## src/rtl/midi_pkg.sv

```systemverilog
// rtl/midi_pkg.sv - MIDI status types, controller numbers and decoder state encoding
package midi_pkg;

    localparam logic [3:0] NOTE_OFF = 4'h8;
    localparam logic [3:0] NOTE_ON  = 4'h9;
    localparam logic [3:0] POLY_AT  = 4'hA;
    localparam logic [3:0] CTRL     = 4'hB;
    localparam logic [3:0] PROG     = 4'hC;
    localparam logic [3:0] CH_AT    = 4'hD;
    localparam logic [3:0] PBEND    = 4'hE;

    localparam logic [6:0] CC_ALL_NOTES_OFF = 7'd123;

    localparam logic [1:0] IDLE    = 2'd0;
    localparam logic [1:0] WAIT_D1 = 2'd1;
    localparam logic [1:0] WAIT_D2 = 2'd2;

    // Program change and channel aftertouch carry one data byte; all other channel messages carry two.
    function automatic logic [1:0] msg_len(input logic [3:0] msg_type);
        return ((msg_type == PROG) || (msg_type == CH_AT)) ? 2'd1 : 2'd2;
    endfunction

endpackage

```

## src/rtl/midi_note_decoder_if.sv

```systemverilog
// rtl/midi_note_decoder_if.sv - byte input and note event outputs of the MIDI note decoder
interface midi_note_decoder_if;

    logic       byte_valid;
    logic [7:0] byte_data;
    logic [3:0] channel;
    logic       note_on;
    logic       note_off;
    logic [6:0] note;
    logic [6:0] velocity;
    logic       all_notes_off;
    logic       msg_error;

    modport master (
        output byte_valid, byte_data, channel,
        input  note_on, note_off, note, velocity, all_notes_off, msg_error
    );

    modport slave (
        input  byte_valid, byte_data, channel,
        output note_on, note_off, note, velocity, all_notes_off, msg_error
    );

endinterface

```

## src/rtl/midi_byte_classify.sv

```systemverilog
// rtl/midi_byte_classify.sv - combinational classification of a received MIDI byte
import midi_pkg::*;

module midi_byte_classify (
    input  logic [7:0] byte_data,
    output logic       is_realtime,
    output logic       is_syscommon,
    output logic       is_status,
    output logic       is_data,
    output logic [1:0] data_len
);

    assign is_realtime  = (byte_data[7:3] == 5'b11111);
    assign is_syscommon = (byte_data[7:3] == 5'b11110);
    assign is_status    = byte_data[7] && (byte_data[7:4] != 4'hF);
    assign is_data      = ~byte_data[7];
    assign data_len     = msg_len(byte_data[7:4]);

endmodule

```

## src/rtl/midi_note_decoder.sv

```systemverilog
// rtl/midi_note_decoder.sv - MIDI byte stream to note_on/note_off/all_notes_off strobes
import midi_pkg::*;

module midi_note_decoder #(
    parameter bit OMNI = 1'b0
) (
    input  logic                 clk,
    input  logic                 rst,
    midi_note_decoder_if.slave   bus
);

    logic       is_realtime;
    logic       is_syscommon;
    logic       is_status;
    logic       is_data;
    logic [1:0] data_len;

    logic [1:0] state;
    logic [3:0] msg_type;
    logic       two_byte;
    logic       match;
    logic       fresh;
    logic [6:0] d1;

    logic       note_on_q;
    logic       note_off_q;
    logic       all_notes_off_q;
    logic       msg_error_q;
    logic [6:0] note_q;
    logic [6:0] velocity_q;

    midi_byte_classify u_classify (
        .byte_data    (bus.byte_data),
        .is_realtime  (is_realtime),
        .is_syscommon (is_syscommon),
        .is_status    (is_status),
        .is_data      (is_data),
        .data_len     (data_len)
    );

    always_ff @(posedge clk) begin
        if (rst) begin
            state           <= IDLE;
            msg_type        <= 4'h0;
            two_byte        <= 1'b0;
            match           <= 1'b0;
            fresh           <= 1'b0;
            d1              <= 7'd0;
            note_on_q       <= 1'b0;
            note_off_q      <= 1'b0;
            all_notes_off_q <= 1'b0;
            msg_error_q     <= 1'b0;
            note_q          <= 7'd0;
            velocity_q      <= 7'd0;
        end else begin
            note_on_q       <= 1'b0;
            note_off_q      <= 1'b0;
            all_notes_off_q <= 1'b0;
            msg_error_q     <= 1'b0;
            if (bus.byte_valid) begin
                if (is_realtime) begin
                    // Real-time bytes may sit inside a message and must leave it intact.
                end else if (is_syscommon) begin
                    state <= IDLE;
                    fresh <= 1'b0;
                end else if (is_status) begin
                    // fresh marks WAIT_D1 entered from a status byte, as opposed to running status.
                    msg_error_q <= (state == WAIT_D2) || ((state == WAIT_D1) && fresh);
                    msg_type    <= bus.byte_data[7:4];
                    two_byte    <= (data_len == 2'd2);
                    match       <= OMNI || (bus.byte_data[3:0] == bus.channel);
                    state       <= WAIT_D1;
                    fresh       <= 1'b1;
                end else if (is_data) begin
                    case (state)
                        WAIT_D1: begin
                            d1 <= bus.byte_data[6:0];
                            if (two_byte) begin
                                state <= WAIT_D2;
                            end else begin
                                fresh <= 1'b0;
                            end
                        end
                        WAIT_D2: begin
                            state <= WAIT_D1;
                            fresh <= 1'b0;
                            if (match) begin
                                if (msg_type == NOTE_ON && bus.byte_data[6:0] != 7'd0) begin
                                    note_on_q  <= 1'b1;
                                    note_q     <= d1;
                                    velocity_q <= bus.byte_data[6:0];
                                end else if (msg_type == NOTE_ON || msg_type == NOTE_OFF) begin
                                    note_off_q <= 1'b1;
                                    note_q     <= d1;
                                    velocity_q <= bus.byte_data[6:0];
                                end else if (msg_type == CTRL && d1 == CC_ALL_NOTES_OFF) begin
                                    all_notes_off_q <= 1'b1;
                                end
                            end
                        end
                        default: begin
                        end
                    endcase
                end
            end
        end
    end

    assign bus.note_on       = note_on_q;
    assign bus.note_off      = note_off_q;
    assign bus.all_notes_off = all_notes_off_q;
    assign bus.msg_error     = msg_error_q;
    assign bus.note          = note_q;
    assign bus.velocity      = velocity_q;

endmodule

```

## src/flat_wrapper.sv

```systemverilog
// flat-port wrapper written by rule: the top's interface ports become plain ports
module midi_note_decoder_flat 
#(
    parameter bit OMNI = 1'b0
)
  (clk, rst, bus_byte_valid, bus_byte_data, bus_channel, bus_note_on, bus_note_off, bus_note, bus_velocity, bus_all_notes_off, bus_msg_error);
  midi_note_decoder_if bus_i ();
  input  logic clk;
  input  logic rst;
  input wire logic [$bits(bus_i.byte_valid)-1:0] bus_byte_valid;
  input wire logic [$bits(bus_i.byte_data)-1:0] bus_byte_data;
  input wire logic [$bits(bus_i.channel)-1:0] bus_channel;
  output wire logic [$bits(bus_i.note_on)-1:0] bus_note_on;
  output wire logic [$bits(bus_i.note_off)-1:0] bus_note_off;
  output wire logic [$bits(bus_i.note)-1:0] bus_note;
  output wire logic [$bits(bus_i.velocity)-1:0] bus_velocity;
  output wire logic [$bits(bus_i.all_notes_off)-1:0] bus_all_notes_off;
  output wire logic [$bits(bus_i.msg_error)-1:0] bus_msg_error;
  assign bus_i.byte_valid = bus_byte_valid;
  assign bus_i.byte_data = bus_byte_data;
  assign bus_i.channel = bus_channel;
  assign bus_note_on = bus_i.note_on;
  assign bus_note_off = bus_i.note_off;
  assign bus_note = bus_i.note;
  assign bus_velocity = bus_i.velocity;
  assign bus_all_notes_off = bus_i.all_notes_off;
  assign bus_msg_error = bus_i.msg_error;
  midi_note_decoder #(.OMNI(OMNI)) u_core (.clk(clk), .rst(rst), .bus(bus_i));
endmodule
```

## config.mk

```make
export PLATFORM = sky130hd
export DESIGN_NAME = midi_note_decoder_flat
export DESIGN_NICKNAME = d
export VERILOG_FILES = /design/src/rtl/midi_pkg.sv /design/src/rtl/midi_note_decoder_if.sv /design/src/rtl/midi_byte_classify.sv /design/src/rtl/midi_note_decoder.sv /design/src/flat_wrapper.sv
export SDC_FILE = /design/constraint.sdc
export NUM_CORES = 1
export LEC_CHECK = 0
export CORE_ASPECT_RATIO = 0.7
export CORE_UTILIZATION = 44
export DETAILED_ROUTE_END_ITERATION = 8
export PLACE_DENSITY = 0.75
export REMOVE_ABC_BUFFERS = 1
export SYNTH_ARGS = -nofsm -noshare
export SYNTH_HDL_FRONTEND = slang
export SYNTH_SLANG_ARGS = --single-unit
```

## constraint.sdc

```tcl
create_clock -name clk -period 1.7 [get_ports clk]
set_clock_uncertainty 0.15 [all_clocks]
set_input_delay 0.51 -clock clk [delete_from_list [all_inputs] [get_ports clk]]
set_output_delay 0.51 -clock clk [all_outputs]
set_load 0.1 [all_outputs]
```

# Word level (Yosys, flattened, before mapping)
# Index checks and enable logic that the tools add are counted.
# W data, S select, Z words.
[totals]
memories = 0
ram_bits = 0
mem_bits_ro = 0
in_bits = 15
latchBits = 0
output_inout_bits = 18
ff_bits = 34
wordCells = 72
[classes]
magnitude_cmp = 0
bitwise = 7
n_eq_ne = 16
div = 0
shifts = 0
addsub = 0
n_reduce_logical = 19
n_mul = 0
mux = 18
[op_table]
columns = ["op", "count"]
rows = [
  ["$mux W7", 4],
  ["$eq A4 B4 Y1 const B", 5],
  ["$eq A5 B5 Y1 const B", 2],
  ["$mux W2", 5],
  ["$reduce_and A5 Y1", 2],
  ["$reduce_or A10 Y1", 1],
  ["$reduce_or A9 Y1", 1],
  ["$reduce_and A8 Y1", 1],
  ["$reduce_or A8 Y1", 1],
  ["$eq A7 B7 Y1 const B", 1],
  ["$mux W1", 7],
  ["$not A1 Y1", 7],
  ["$reduce_bool A7 Y1", 1],
  ["$reduce_and A6 Y1", 1],
  ["$reduce_or A5 Y1", 1],
  ["$eq A2 B2 Y1 const B", 2],
  ["$eq A4 B4 Y1", 1],
  ["$logic_and A1 B1 Y1", 4],
  ["$ne A4 B1 Y1 const B", 1],
  ["$ne A4 B2 Y1 const B", 1],
  ["$ne A4 B4 Y1 const B", 1],
  ["$pmux W2 S2", 1],
  ["$reduce_and A4 Y1", 1],
  ["$reduce_bool A4 Y1", 1],
  ["5 further kinds", 7],
]

# Logic depth before layout (Yosys ltp)
[logic_depth]
word_depth = 5
mapped_depth = 7
ltp_nobuf = 6

# Cells and area by module
# From an unflattened synthesis, not the netlist that was laid out.
[hier_totals]
hier_cells = 148
area_unflattened_um2 = 1440.1
[modules_own_cells]
columns = ["mod", "seq_area_each_um2", "cells_each", "area_per_inst_um2", "n_inst"]
rows = [
  ["midi_note_decoder", 680.7, 139, 1398.8, 1],
  ["midi_byte_classify", 0.0, 9, 41.3, 1],
]

# Worst setup path after synthesis
# No wires, ideal clock.
[synth_path]
kind = "reg2reg"
from = "register u_core.state[0]"
to = "register u_core.note_q[0] (netlist: u_core.bus.note[0])"
setup_time_ns = 0.128
path_slack_ns = -0.032
arrival_ns = 1.455
required_time_ns = 1.422
path_stages_with_launch = 8
n_path_buf = 1
period_less_slack_ns = 1.732
cell_sequence = "dfxtp_1 inv_1 ha_1 nand4b_4 nor4_4 buf_6 mux2i_1 nor2_1"
[synth_via]
elab_chain_cells = 2
[synth_rtl]
columns = ["element", "line", "text"]
rows = [
  ["start, declared", "midi_note_decoder.sv:18", "logic [1:0] state;"],
  ["start signal, assigned", "midi_note_decoder.sv:43", "state <= IDLE;"],
  ["start signal, assigned", "midi_note_decoder.sv:64", "state <= IDLE;"],
  ["start signal, assigned", "midi_note_decoder.sv:72", "state <= WAIT_D1;"],
  ["$eq A2 B2 Y1", "midi_note_decoder.sv:75", "case (state)"],
  ["$reduce_and A8 Y1 (no line)", "-", ""],
  ["end signal, assigned", "midi_note_decoder.sv:53", "note_q <= 7'd0;"],
  ["end signal, assigned", "midi_note_decoder.sv:90", "note_q <= d1;"],
  ["end signal, assigned", "midi_note_decoder.sv:94", "note_q <= d1;"],
  ["end, declared", "midi_note_decoder.sv:29", "logic [6:0] note_q;"],
]
# No other way between the ends.
# A chain may end at the register's enable or synchronous reset.

# Worst setup path after layout
[layout_path]
from = "input port bus_byte_data[0]"
to = "register u_core.note_off_q (netlist: u_core.bus.note_off)"
[layout_via]
elab_chain_cells = 3
[layout_rtl]
columns = ["element", "line", "text"]
rows = [
  ["start, declared", "flat_wrapper.sv:11", "input wire logic [$bits(bus_i.byte_data)-1:0] bus_byte_data;"],
  ["$reduce_bool A7 Y1", "midi_note_decoder.sv:88", "if (msg_type == NOTE_ON && bus.byte_data[6:0] != 7'd0) begin"],
  ["$logic_and A1 B1 Y1", "midi_note_decoder.sv:88", ""],
  ["$reduce_or A9 Y1 (no line)", "-", ""],
  ["end signal, assigned", "midi_note_decoder.sv:50", "note_off_q <= 1'b0;"],
  ["end signal, assigned", "midi_note_decoder.sv:57", "note_off_q <= 1'b0;"],
  ["end signal, assigned", "midi_note_decoder.sv:93", "note_off_q <= 1'b1;"],
  ["end, declared", "midi_note_decoder.sv:26", "logic note_off_q;"],
]
# No other way between the ends.

==> results_tabular.tex <==
\begin{tabular}{lr}
\hline
Metric & Value \\
\hline
\multicolumn{2}{l}{\textbf{Outcome}} \\
\quad Result of the run & complete, no violations \\
\multicolumn{2}{l}{\textbf{Clocking}} \\
\quad TritonCTS clock tree & done \\
\quad Total clock buffers created by CTS & 5 \\
\quad Clock latency reported for the late side of the worst-skew pair & 0.29 ns \\
\quad CTS Hold Buffers Added & 0 \\
\quad Total number of clock tree sinks & 34 \\
\quad Buffer depth of the longest clock path & 2 \\
\quad H-tree depth reported by CTS & 2 \\
\quad Clock-pin slew on the worst setup and hold paths & 0.06 ns \\
\quad Clock tree root buffer cell & sky130\_fd\_sc\_hd\_\_clkbuf\_8 \\
\multicolumn{2}{l}{\textbf{STA}} \\
\quad Min Tclk post-route & roughly 1.6 ns \\
\quad Number of hold-slack violations in the final timing report & 0 \\
\quad Final count of pins violating max slew & 0 \\
\quad Minimum setup slack in the final design & between 0.05 and 0.06 ns \\
\quad Fmax achieved & approximately 610 MHz \\
\quad Final setup vio count & 0 \\
\quad Final period utilization & 0.968 \\
\quad Worst-margin pin slew & 0.310 ns \\
\quad Worst slack on hold paths & approximately 0.34 ns \\
\quad Worst max-slew margin expressed relative to the limit & 0.793 \\
\multicolumn{2}{l}{\textbf{Drt}} \\
\quad WL final & approximately 3.9 mm \\
\quad Detailed-route DRC error count & 0 \\
\quad Detail-routed net length per standard cell & around 17 um \\
\quad Drt first pass iters & 5 \\
\quad Via count & between 1,000 and 1,500 \\
\quad Antenna violation net count after detailed routing & 0 \\
\quad Violation count after the first detailed-route iteration & between 60 and 70 \\
\quad Via-per-instance ratio & 5.48 \\
\multicolumn{2}{l}{\textbf{Power}} \\
\quad Share of total power in sequential cells & 0.519 \\
\quad PwrDens & around 690 nW/um\^{}2 \\
\quad Leakage power summed over all cells & approximately 0.93 nW \\
\quad Fraction of power consumed by combinational cells & 0.132 \\
\quad Net load switching power & a little under 0.4 mW \\
\quad IR Drop Worst-Case VDD & 0.000558 V \\
\quad Internal power & about 1.2 mW \\
\quad Clock network fraction of design power & 0.349 \\
\quad Switching fraction of total power & 0.247 \\
\multicolumn{2}{l}{\textbf{Logic synthesis}} \\
\quad Yosys reg bits & 34 \\
\quad Fraction of synthesized cell area taken by the top area cell type & 0.484 \\
\quad Top post-synthesis cells by area & sky130\_fd\_sc\_hd\_\_dfxtp\_1 (48\%), sky130\_fd\_sc\_hd\_\_mux2i\_1 (16\%), sky130\_fd\_sc\_hd\_\_nor2\_1 (6.1\%) \\
\quad Number of different library cells in the post-synthesis netlist & 30 \\
\quad Sequential-to-total area share from yosys stat & 0.484 \\
\quad EDFF count, synth & 0 \\
\quad Synthesized cell area & 1410 um\^{}2 \\
\quad Synth Warn \# & 0 \\
\quad Largest area contributor in the synthesized netlist & sky130\_fd\_sc\_hd\_\_dfxtp\_1 \\
\quad Mapped Avg Cell Area & 10.0 um\^{}2 \\
\quad Synth Instances & 140 \\
\quad Proportion of register bits with asynchronous set or reset after synthesis & 0 \\
\quad Prevailing post-synth register cell & sky130\_fd\_sc\_hd\_\_dfxtp\_1 \\
\multicolumn{2}{l}{\textbf{Critical path}} \\
\quad Required time of the worst setup path & about 1.7 ns \\
\quad Critical path capture point type & flip-flop \\
\quad CP startpoint kind & input pin \\
\quad Category of the most critical setup path & input pin to flip-flop \\
\quad Worst-path fanout max & 4 \\
\quad Arrival time worst endpoint & 1.69 ns \\
\multicolumn{2}{l}{\textbf{GRT}} \\
\quad Number of global-route vias before repair & approximately 1,300 \\
\quad Combined global-route utilization of all metal layers & 0.252 \\
\quad Remaining global-route overflow & 0 \\
\quad Antenna violations before repair & 0 \\
\quad Global-route wire length before repair & 6.47 mm \\
\quad Pin count of the biggest net entering global routing & 19 \\
\multicolumn{2}{l}{\textbf{Cells and area}} \\
\quad Final core utilization & 0.792 \\
\quad Area growth, synth to finish & 64.7\% \\
\quad Share of layout cells above drive strength 1 & 0.343 \\
\quad Finished Cell Area & 2320 um\^{}2 \\
\quad Non-filler cells in the finished layout & 234 \\
\quad Highest-count cells in the layout ignoring fill and taps & sky130\_fd\_sc\_hd\_\_dfxtp\_1 (32), sky130\_fd\_sc\_hd\_\_nor2\_1 (23), sky130\_fd\_sc\_hd\_\_mux2i\_1 (22), sky130\_fd\_sc\_hd\_\_buf\_12 (22), sky130\_fd\_sc\_hd\_\_buf\_4 (19) \\
\quad Number of nets in the layout & 215 \\
\quad Number of diodes & 0 \\
\quad Sequential cell area in the final layout & a little under 700 um\^{}2 \\
\quad Commonest non-fill, non-tap cell in the layout & sky130\_fd\_sc\_hd\_\_dfxtp\_1 \\
\quad Area taken by multi-input logic gates & between 700 and 800 um\^{}2 \\
\quad Final-layout fill cell count & 178 \\
\multicolumn{2}{l}{\textbf{Floorplan}} \\
\quad Die Ht & slightly below 50 um \\
\quad Number of rows created at floorplan & 16 \\
\quad Die Area & 3430 um\^{}2 \\
\quad Count of boundary I/O pins & 33 \\
\quad Initial Util & 0.481 \\
\quad Die extent in x & about 70 um \\
\quad Core box area & about 3000 um\^{}2 \\
\multicolumn{2}{l}{\textbf{Run}} \\
\quad Number of max-cap violations & 0 \\
\multicolumn{2}{l}{\textbf{Placed design}} \\
\quad Routability Congestion & around 0.77 \\
\quad Post-placement setup slack & -0.662 ns \\
\quad Post-DP Area & around 2100 um\^{}2 \\
\quad Count of buffers inserted at the top-level ports & 32 \\
\quad HPWL after detailed placement & 2.47 mm \\
\quad Post-placement cell count & 220 \\
\multicolumn{2}{l}{\textbf{Worst hold path}} \\
\quad Type of the most critical hold path & flip-flop to flip-flop \\
\hline
\end{tabular}
==> critical path, stage by stage <==
cell	delay, ns
sky130_fd_sc_hd__clkdlybuf4s50_1	0.53
sky130_fd_sc_hd__o41ai_4	0.37
sky130_fd_sc_hd__nor4b_4	0.27
==> registers in the layout, summed over array words and instances, names as in the netlist <==
register,flops
u_core.msg_type,4
u_core.state,2
u_core.bus.velocity,7
u_core.match,1
u_core.bus.msg_error,1
u_core.bus.note_on,1
u_core.fresh,1
u_core.bus.note_off,1
u_core.two_byte,1
u_core.d1,7
u_core.bus.note,7
u_core.bus.all_notes_off,1
==> power by group through the flow <==
| stage | logic [mW] | clock network [mW] | registers, mW |
|---|---|---|---|
| after floorplan | 0.0617 | 0 | 0.843 |
| after global placement | 0.176 | 0 | 0.843 |
| after detailed placement | 0.181 | 0 | 0.844 |
| after CTS | 0.197 | 0.565 | 0.829 |
| after global routing | 0.229 | 0.600 | 0.832 |
| final | 0.211 | 0.558 | 0.831 |
==> worst paths after layout <==
check	startpoint	to	slack, ns	cells after the start
setup / recovery	bus_byte_data[0]	u_core.bus.note_off$_SDFF_PP0_	0.05	3
hold / removal	u_core.fresh$_SDFFE_PP0P_	u_core.fresh$_SDFFE_PP0P_	0.34	2
setup reg to reg	u_core.state[0]$_SDFFE_PP0P_	u_core.bus.velocity[5]$_SDFFE_PP0P_	0.07	8
hold reg to reg	u_core.fresh$_SDFFE_PP0P_	u_core.fresh$_SDFFE_PP0P_	0.34	2
==> per-stage QoR <==
stage               setup TNS, ns  power, mW
floorplan                   -3.69      0.905
CTS                        -0.142       1.59
detailed placement         -13.45       1.03
finish                          0       1.60
global placement           -12.64       1.02
global route               -0.114       1.66
==> synth_stat cells (3+ instances only) <==
master / instances
sky130_fd_sc_hd__dfxtp_1: 34
sky130_fd_sc_hd__nor2_1: 23
sky130_fd_sc_hd__mux2i_1: 22
sky130_fd_sc_hd__nand2_1: 11
sky130_fd_sc_hd__a21oi_1: 8
sky130_fd_sc_hd__inv_1: 4
sky130_fd_sc_hd__nand3_1: 4
sky130_fd_sc_hd__xor2_1: 4
sky130_fd_sc_hd__clkbuf_1: 3
sky130_fd_sc_hd__nor4_1: 3
==> repair_timing <==
action	4_1_cts	5_1_grt
setup buffers	5	1
setup endpoints to repair	27	20
cloned	1	0
pin swaps	7	3
gates resized for setup	34	5
==> layer usage <==
| metal | GRT usage | share of wire |
|---|---|---|
| met1 | 0.306 | 0.44 |
| met2 | 0.417 | 0.48 |
| met3 | 0.0806 | 0.055 |
| met4 | 0.0918 | 0.026 |
| met5 | 0 | 0 |
==> kinds of logic (layout without fill, tap and decap cells) <==
logic type / count (synthesis) / in the layout / synth area share
buffers and inverters: 10 / 68 / 0.0329
flip-flops: 34 / 34 / 0.484
AND/OR/NAND/NOR: 55 / 55 / 0.218
XOR/XNOR: 4 / 4 / 0.0249
adder cells (fa/ha/maj): 2 / 2 / 0.0178
AO/OA/AOI/OAI: 13 / 13 / 0.0658
multiplexers: 22 / 22 / 0.157
==> final cells by class <==
| type | count | share of cell area |
|---|---|---|
| multi-input combinational | 96 | 0.323 |
| timing repair buffer | 57 | 0.323 |
| clock buffer | 7 | 0.0330 |
| tap | 36 | 0.0194 |
| inverter | 4 | 0.00648 |
| sequential | 34 | 0.295 |
Power figures use the tool's default switching activity.
